<file path="config.mk">
export PLATFORM = sky130hd
export DESIGN_NAME = mux_stream_arb
export DESIGN_NICKNAME = d
export VERILOG_FILES = /design/src/rtl/mux_stream_arb.sv
export SDC_FILE = /design/constraint.sdc
export NUM_CORES = 1
export LEC_CHECK = 0
export CORE_ASPECT_RATIO = 1.4
export CORE_MARGIN = 4
export CORE_UTILIZATION = 55
export DETAILED_ROUTE_END_ITERATION = 8
export DONT_BUFFER_PORTS = 1
export PLACE_DENSITY = 0.7
export SETUP_SLACK_MARGIN = 0.05
export SLEW_MARGIN = 20
export SYNTH_ARGS = -nofsm -noshare
export SYNTH_HDL_FRONTEND = slang
export SYNTH_SLANG_ARGS = --single-unit
</file>
<file path="constraint.sdc">
create_clock -name clk -period 3.7 [get_ports clk]
set_clock_uncertainty 0.1 [all_clocks]
set_input_delay 0.37 -clock clk [delete_from_list [all_inputs] [get_ports clk]]
set_output_delay 0.37 -clock clk [all_outputs]
set_load 0.05 [all_outputs]
</file>
<file path="src/rtl/mux_stream_arb.sv">
// ---------------------------------------------------------------------------
// mux_stream_arb
//   N-channel, WIDTH-bit registered stream multiplexer. One channel is granted
//   per cycle, either the channel named by sel (mode=0) or the next valid
//   channel in round-robin order after the last round-robin winner (mode=1).
//   The granted word is captured in a single output register that can be
//   drained and reloaded in the same cycle, so a full word per cycle flows
//   while out_ready stays high.
//
// Handshake: every stream uses valid/ready. A word moves on a rising edge
//   where valid and ready are both high. A producer holds its word until it
//   is taken, and ready never depends on the word's contents. At most one
//   in_ready bit is high in any cycle.
//
// Ports
//   clk        rising-edge clock
//   rst        synchronous reset, active-high
//   mode       0 = explicit select, 1 = round-robin
//   sel        channel index used in select mode
//   in_data    channel i occupies bits [i*WIDTH +: WIDTH]
//   in_valid   per-channel valid
//   in_ready   per-channel ready (one-hot or zero)
//   out_data   registered selected word
//   out_chan   channel index that out_data came from
//   out_valid  output register holds a word
//   out_ready  downstream takes the word
// ---------------------------------------------------------------------------
module mux_stream_arb #(
  parameter  int WIDTH = 32,
  parameter  int N     = 4,
  localparam int SELW  = $clog2(N)
) (
  input  logic                 clk,
  input  logic                 rst,
  input  logic                 mode,
  input  logic [SELW-1:0]      sel,
  input  logic [N*WIDTH-1:0]   in_data,
  input  logic [N-1:0]         in_valid,
  output logic [N-1:0]         in_ready,
  output logic [WIDTH-1:0]     out_data,
  output logic [SELW-1:0]      out_chan,
  output logic                 out_valid,
  input  logic                 out_ready
);

  // Last round-robin winner; the scan starts one past it. Resetting to N-1
  // makes channel 0 the first candidate.
  logic [SELW-1:0] rr_ptr;

  logic            load_en;
  logic            grant_valid;
  logic [SELW-1:0] grant;
  logic            xfer;

  // The register can take a new word when it is empty or being drained now.
  assign load_en = !out_valid || out_ready;

  // Grant selection. In select mode an out-of-range sel (possible when N is
  // not a power of two) simply yields no grant.
  always_comb begin
    int              t;
    logic [SELW-1:0] idx;
    grant_valid = 1'b0;
    grant       = '0;
    t           = 0;
    idx         = '0;
    if (!mode) begin
      if (int'(sel) < N) begin
        if (in_valid[sel]) begin
          grant_valid = 1'b1;
          grant       = sel;
        end
      end
    end else begin
      for (int k = 1; k <= N; k++) begin
        t = int'(rr_ptr) + k;
        if (t >= N) t = t - N;
        idx = SELW'(t);
        if (!grant_valid && in_valid[idx]) begin
          grant_valid = 1'b1;
          grant       = idx;
        end
      end
    end
  end

  // Reset suppresses ready so nothing is accepted in a reset cycle.
  assign xfer = !rst && load_en && grant_valid;

  always_comb begin
    in_ready = '0;
    if (xfer) in_ready[grant] = 1'b1;
  end

  always_ff @(posedge clk) begin
    if (rst) begin
      out_valid <= 1'b0;
      out_data  <= '0;
      out_chan  <= '0;
      rr_ptr    <= SELW'(N - 1);
    end else if (xfer) begin
      out_data  <= in_data[int'(grant)*WIDTH +: WIDTH];
      out_chan  <= grant;
      out_valid <= 1'b1;
      // Select-mode traffic must not disturb the round-robin fairness order.
      if (mode) rr_ptr <= grant;
    end else if (out_ready) begin
      // Drained with nothing to replace it; data and channel hold.
      out_valid <= 1'b0;
    end
  end

endmodule

</file>
# After elaboration in Yosys (flattened, before gate mapping)
# Index checks and enable logic that the tools add are counted.
[classes]
n_lt_le_gt_ge = 11
add_sub_neg = 8
muxes = 38
n_reduce_logical = 14
n_shift = 1
[op_table]
columns = ["cell", "count"]
rows = [
  ["128-bit by 8-bit variable part select with 32-bit output", 1],
  ["2-bit 2-to-1 mux", 14],
  ["2-bit by 3-bit < comparator with 1-bit output (second input constant)", 6],
  ["1-bit 2-to-1 mux", 17],
  ["1-bit binary-select mux with 2-bit select", 5],
  ["3-bit >= comparator (second input constant)", 3],
  ["2-bit by 1-bit subtractor with 2-bit output (second input constant)", 4],
  ["2-bit by 2-bit adder with 3-bit output (second input constant)", 2],
  ["1-bit logical AND", 6],
  ["1-bit logical NOT", 5],
  ["2-bit by 3-bit adder with 4-bit output (second input constant)", 1],
  ["4-bit by 3-bit >= comparator with 1-bit output (second input constant)", 1],
  ["4-bit 2-to-1 mux", 1],
  ["2-bit by 1-bit adder with 3-bit output (second input constant)", 1],
  ["1-bit demux with 2-bit select", 1],
  ["2-bit by 1-bit >= comparator with 1-bit output (second input constant)", 1],
  ["2-bit AND reduction", 1],
  ["2-bit nonzero test", 1],
  ["1-bit logical OR", 1],
]
[totals]
wordCells = 76
out_inout_bits = 39
reg_bits = 37

# Logic depth before layout (Yosys ltp)
# Gate-level depths: netlist of run 1.
[logic_depth]
depth_word = 25
mapped_depth = 7

# Least setup slack after synthesis of run 1
# No wires, ideal clock.
[synth_path]
path_type = "in2out"
startpoint = "input port sel[1]"
endpoint = "output port in_ready[3]"
arrival_ps = 2318
n_path_buf = 2
setup_slack_ps = 912
path_stages = 7
path_cell_list = "mux2i_1 > or3_1 > a311oi_2 > and2_1 > buf_2 > buf_4 > nor2b_1"
[synth_via]
elab_chain_cells = 9
word_cells_on_any_way = 13
classes_between = "order compare: 2; mux: 9; reduce/logical: 2"
[synth_lines]
columns = ["element", "line", "rtl"]
rows = [
  ["from (decl)", "36", "input logic [SELW-1:0] sel,"],
  ["1-bit binary-select mux with 2-bit select", "69", "if (in_valid[sel]) begin"],
  ["1-bit 2-to-1 mux (implied by the code)", "69", ""],
  ["2-bit 2-to-1 mux", "69", ""],
  ["2-bit 2-to-1 mux", "67", "if (!mode) begin"],
  ["2-bit by 3-bit < comparator with 1-bit output (implied by the code) / 2-bit by 1-bit >= comparator with 1-bit output (equally long branches)", "92", "if (xfer) in_ready[grant] = 1'b1;"],
  ["1-bit logical AND (implied by the code)", "92", ""],
  ["1-bit 2-to-1 mux (implied by the code)", "92", ""],
  ["1-bit demux with 2-bit select", "92", ""],
  ["4-bit 2-to-1 mux *", "92", ""],
  ["to (decl)", "39", "output logic [N-1:0] in_ready,"],
]
# Mark *: on every way between the ends. The rest lies on a longest branch, timed or not. The select of a mux whose other input is x is not followed.

# Worst setup path in the final report of run 1
[layout_path]
startpoint = "input port sel[1]"
endpoint = "output port in_ready[2]"
# Same word-level chain as after synthesis.

==> flow_summary.ini, run 1 <==
[place]
io_buffer_count = 0
place_hpwl_mm = 5.817
gp_congestion = 0.8297
dpl_cell_area_sq_um = 2715

[floorplanning]
die-area_sq_um = 6120
core_sq_um = 4644
num_io_pins = 177
num_rows = 29
die_w_microns = 67.27
die_height_microns = 90.98
start_util_pct = 58.24

[power_and_ir_drop]
p_leak_nw = 1.155
p_total_mw = 1.279
swShare_pct = 41.99
vdd_drop_max_mv = 0.2649
p_per_area_nw_per_um2 = 456.7
seqPwrFrac_pct = 52.5
p_int_mw = 0.7422
p_comb_share_pct = 25.6
switchingPower_mw = 0.5372
p_clk_share_pct = 21.9

[clock_network]
clkLatencyLatePin_ns = 0.28
cts_buffers = 5
h-tree-depth = 2
post_cts_buffers = 0
cts_tree = built
clock_path_buffers = 2
cts_resized = 0
clock-sinks = 37
cts.reportedPaths.clkPinSlew_ns = 0.07
root_buffer = clkbuf_8
hold_buffers = 0

[routing]
drcViolationCount = 0
route.antenna.remaining_nets = 0
totalWireLength_mm = 8.080
wl_per_cell_microns = 19.28
vias = 2791
drt_pass1_iterations = 4
via_per_inst = 6.661
initialDrtViolationCount = 171

[sta]
rsz0062_at_grt = no
finalSetupViolations = 0
setup_tns_ns = 0
finalHoldViolCount = 0
tightest_slew_ns = 0.8454
fin_crit_sh_pct = 74.56
max_freq_mhz = 362.5
relSlewSlack_pct = 43.64
min_period_ns = 2.759
slew_viol_final = 0

[final_layout]
area_growth_pct = 3.562
nets = 495
drive_above_1_share_pct = 7.563
fin_area_sq_um = 2801
diodes = 0

[global_routing]
grt_pass1_wl_mm = 12.13
busiest_layer = met2
track_usage_pct = 24.93
gr-total-overflow = 0
grt.met1_usage_pct = 30.00
grt_max_degree = 66
antenna_found_initial = 0
use_met2_pct = 41.51
gr-usage-met3_pct = 6.543
grt_pass1_vias = 2503

[hold_path]
hp-class = in -> reg
holdPathEnd = out_valid
worstHoldStart = rst
hold_depth = 1

[yosys]
synth-async-reset-ratio_pct = 0
yosysSeqAreaShare_pct = 27.38
yosysWarnings = 0
netlist-cell-type-count = 30
syn_inst = 382
netlist_area_sq_um = 2705
avgSynthCellArea_sq_um = 7.081
synth_nets = 520
yosys_register_bits = 37
synth_top_flop_cell = dfxtp_1
synth_enable_flop_cells = 0

[critical_path]
cp_common_cell = and2_1
worstPathMaxFanout = 65
rr_endpoint = out_data[7]
crit_slowest_cell = buf_4
r2r_slack_ns = 1.06
required_ns = 3.23
reg2regPathDepth = 6
cp_data_arrival_time_ns = 2.29
crit_path_start_kind = input pin
cp_cell_sequence = mux2i_1 > or2_2 > buf_4 > a311oi_4 > and2_1 > and2_1 > buf_12
crit_type = in -> out
worstSetupEndpointType = output port
reg2reg_from = rr_ptr[0]
slowest_delay_ns = 0.51

[flow_run]
drv_cap = 0

[run_status]
status = finished, final reports clean
synth_stat cells, types with 2 or more instances:
cell type	count	share of area, %
mux2i_1	2	0.74
buf_6	2	0.83
clkbuf_1	29	4.0
dfxtp_1	37	27
o21ai_0	2	0.37
a221o_1	32	12
o22ai_1	65	15
buf_4	7	1.9
a211o_1	2	0.65
nand2b_1	2	0.46
buf_2	5	0.92
nor2b_1	7	1.6
and3_1	2	0.46
o21ai_1	3	0.55
and2_1	3	0.69
nand2_1	131	18
nor2_1	6	0.83
nor3b_1	33	9.2
sequential cells by signal (all words and copies together) (netlist names):
name	flops
out_data	32
out_valid	1
rr_ptr	2
out_chan	2
logic make-up after synthesis:
| group | count (synthesis) | synth area share (%) |
|---|---|---|
| flip-flops | 37 | 27.38 |
| AND/OR/NAND/NOR | 189 | 32.66 |
| buffers and inverters | 44 | 8.279 |
| AO/OA/AOI/OAI | 109 | 30.53 |
| multiplexers | 3 | 1.156 |
worst max-delay path: cells and delay by family:
family / cells / cell delay (ns)
buf+inv: 2 / 0.66
simple gates: 3 / 0.63
mux: 1 / 0.35
compound gates: 1 / 0.27
worst max-delay path by stage:
stage,startpoint,to,slack [ns],depth (start not counted)
2_1_floorplan,sel[1],in_ready[3],0.91,7
3_3_place_gp,sel[1],in_ready[2],1.03,7
3_5_place_dp,sel[1],out_data[29],0.94,7
4_1_cts,sel[1],in_ready[2],0.95,7
5_1_grt,sel[1],in_ready[2],0.79,7
6_report,sel[1],in_ready[2],0.94,7
layout by cell type, fill, tap and decap left out, types with 2 or more instances in the layout:
cell | netlist | layout
clkbuf_8 | 0 | 6
nand2_1 | 131 | 131
nand2b_1 | 2 | 2
buf_4 | 7 | 10
o22ai_1 | 65 | 65
nor2_1 | 6 | 6
o21ai_0 | 2 | 2
mux2i_1 | 2 | 2
and2_1 | 3 | 3
a221o_1 | 32 | 32
o21ai_1 | 3 | 2
dfxtp_1 | 37 | 37
a211o_1 | 2 | 2
buf_12 | 0 | 2
nor3b_1 | 33 | 33
and3_1 | 2 | 2
nor2b_1 | 7 | 6
power groups by stage:
stage	clock [mW]	sequential (mW)	combinational (mW)
after detailed placement	0	0.681	0.328
after global routing	0.306	0.677	0.361
after floorplan	0	0.663	0.283
after CTS	0.286	0.672	0.329
after global placement	0	0.681	0.319
final	0.280	0.671	0.328
cell type report:
type	instances	area (sq um)
Clock buffer	7	86.33
Fill cell	458	1843
Multi-Input combinational cell	301	1782
Sequential cell	37	740.7
Tap cell	62	77.57
Timing Repair Buffer	12	115.1
per-layer routing:
metal  wire, microns  vias up
li1                -     1348
met1            3162     1291
met2            3957      133
met3             747       19
met4             212        0
met5               0        -
stage by stage:
step / utilization, % / cells / setup WS [ns] / hold slack, ns
floorplan: - / 382 / 0.9116 / 0.3959
global placement: 58.46 / 412 / 1.028 / 0.3486
detailed placement: 58.46 / 412 / 0.9420 / 0.3545
CTS: 60.32 / 419 / 0.9515 / 0.05104
global route: 60.32 / 419 / 0.7949 / 0.04618
finish: 60.32 / 419 / 0.9414 / 0.05631
No activity file was read; power rests on OpenSTA's default activity.
==> inputs of run 2 (changes only) <==
==> constraint.sdc (replaced) <==
create_clock -name clk -period 2.6 [get_ports clk]
set_clock_uncertainty 0.1 [all_clocks]
set_input_delay 0.26 -clock clk [delete_from_list [all_inputs] [get_ports clk]]
set_output_delay 0.26 -clock clk [all_outputs]
set_load 0.05 [all_outputs]
==> run 2 against run 1 <==
- register-to-register slack got worse by 0.57 ns
- sequential share of layout area decreased by 0.98 points
- wire length increased by 4.4%
- highest routed layer unchanged
- combinational power increased by 49%
- die area unchanged
- via count increased by 1.8%
- first-iteration DRC count increased by 58%
==> flow_summary.ini, run 2 (same netlist as run 1, synthesis figures left out) <==
[routing]
route.antenna.remaining_nets = 0
initialDrtViolationCount = 270
drt_pass1_iterations = 4
via_per_inst = 6.638
wl_per_cell_microns = 19.71
vias = 2841
totalWireLength_mm = 8.436
drcViolationCount = 0
wl_met1_mm = 3.161
route.met3.wl_microns = 833
wl_met2_mm = 4.247
highest_layer = met4

[global_routing]
gr-total-overflow = 0
track_usage_pct = 26.33
grt_pass1_vias = 2676
grt_pass1_wl_mm = 12.88
grt_max_degree = 37
antenna_found_initial = 0

[power_and_ir_drop]
p_leak_nw = 1.211
vdd_drop_max_mv = 0.3968
p_int_mw = 1.171
p_clk_share_pct = 26.6
p_total_mw = 1.958
seqPwrFrac_pct = 48.5
switchingPower_mw = 0.7872
p_comb_share_pct = 24.9
swShare_pct = 40.21
p_per_area_nw_per_um2 = 673.0

[place]
place_inst = 419
dpl_cell_area_sq_um = 2783
dp_slack_ns = 0.2958
place_hpwl_mm = 6.084
io_buffer_count = 0
gp_congestion = 0.8482

[critical_path]
worstSetupEndpointType = output port
cp_cell_sequence = nor2b_1 > o221a_2 > o22ai_1 > and2_1 > nor2b_2 > buf_12
slowest_delay_ns = 0.42
required_ns = 2.24
crit_buf_inv = 1
crit_path_start_kind = flip-flop
critical_path.top_delay_family = compound AO/OA/AOI/OAI gates
cp_data_arrival_time_ns = 2.03
crit_type = reg -> out
worstPathMaxFanout = 5
crit_slowest_cell = dfxtp_1

[clock_network]
clock_path_buffers = 2
clock-sinks = 37
root_buffer = clkbuf_8
hold_buffers = 1
h-tree-depth = 2
clkLatencyLatePin_ns = 0.28
cts_resized = 0
cts.reportedPaths.clkPinSlew_ns = 0.07
cts_buffers = 5
post_cts_buffers = 0
cts_tree = built

[floorplanning]
start_util_pct = 58.24
core_sq_um = 4644
num_rows = 29
die_height_microns = 90.98
num_io_pins = 177
die_w_microns = 67.27
die-area_sq_um = 6120

[sta]
setup_slack_ns = 0.2127
finalHoldViolCount = 0
setup_tns_ns = 0
slew_viol_final = 0
finalSetupViolations = 0
relSlewSlack_pct = 45.01
rsz0062_at_grt = no
max_freq_mhz = 418.9
tightest_slew_ns = 0.8217
fin_crit_sh_pct = 91.82
min_period_ns = 2.387

[final_layout]
fin_area_sq_um = 2909
top_regs = out_data: 32 flops, out_chan: 2 flops, rr_ptr: 2 flops
layout_commonest_cell = nand2_1
largest_reg_flops = 32
regMostFlops = out_data
stdcell_count = 428
nets = 503
mostFrequentLayoutCells = nand2_1 (131), o22ai_1 (65), dfxtp_1 (37), nor3b_1 (33), a221o_1 (32)
diodes = 0
area_growth_pct = 7.539
drive_above_1_share_pct = 9.836

[hold_path]
hp-class = in -> reg

[run_status]
status = finished, final reports clean

[flow_run]
drv_cap = 0
-- run 2: cell types whose count changed in the layout (fill, tap and decap cells not counted) --
| cell | previous run | this run |
|---|---|---|
| buf_12 | 2 | 3 |
| buf_4 | 10 | 16 |
| bufinv_16 | 0 | 1 |
| dlygate4sd3_1 | 0 | 1 |
| nor2b_1 | 6 | 5 |
| nor2b_2 | 1 | 2 |
-- run 2: final timing paths --
path	startpoint	end	slack (ns)	cells past startpoint
worst min register to register	rr_ptr[1]	rr_ptr[1]	0.48	1
worst max register to register	rr_ptr[0]	out_data[6]	0.49	6
worst max-delay path	rr_ptr[0]	in_ready[3]	0.21	6
worst min-delay path	mode	rr_ptr[1]	0.08	2
-- run 2: area by class of cell --
cell class | count | area, sq um
clock buffer | 7 | 86.33
clock inverter | 1 | 30.03
timing repair buffer | 20 | 190.2
multi-input combinational | 301 | 1784
fill | 437 | 1735
sequential | 37 | 740.7
tap | 62 | 77.57
-- run 2: per-layer routing --
| layer | vias to the layer above | GRT usage (%) |
|---|---|---|
| li1 | 1359 | - |
| met1 | 1326 | 31.64 |
| met2 | 140 | 44.63 |
| met3 | 16 | 7.407 |
| met4 | 0 | 7.783 |
| met5 | - | 0 |
-- run 2: power groups by stage --
stage,sequential (mW),combinational (mW),clock [mW]
floorplan,0.944,0.402,0
global placement,0.960,0.472,0
detailed placement,0.962,0.486,0
CTS,0.949,0.488,0.532
global route,0.957,0.539,0.556
finish,0.949,0.488,0.522
-- run 2: metrics by stage --
step	hold WS, ns	utilization [%]
4_1_cts	0.07068	62.63
5_1_grt	0.08213	62.63
6_report	0.08022	62.63
3_3_place_gp	0.2450	59.91
2_1_floorplan	0.3512	-
3_5_place_dp	0.2409	59.91
==> inputs of run 3 (changes only) <==
--- a/config.mk
+++ b/config.mk
@@ -8,6 +8,7 @@
 export CORE_ASPECT_RATIO = 1.4
 export CORE_MARGIN = 4
 export CORE_UTILIZATION = 55
+export CTS_CLUSTER_DIAMETER = 150
 export DETAILED_ROUTE_END_ITERATION = 8
 export DONT_BUFFER_PORTS = 1
 export PLACE_DENSITY = 0.7
==> results of run 3 <==
The final DEF is identical to that of run 2; final timing and power are the same.
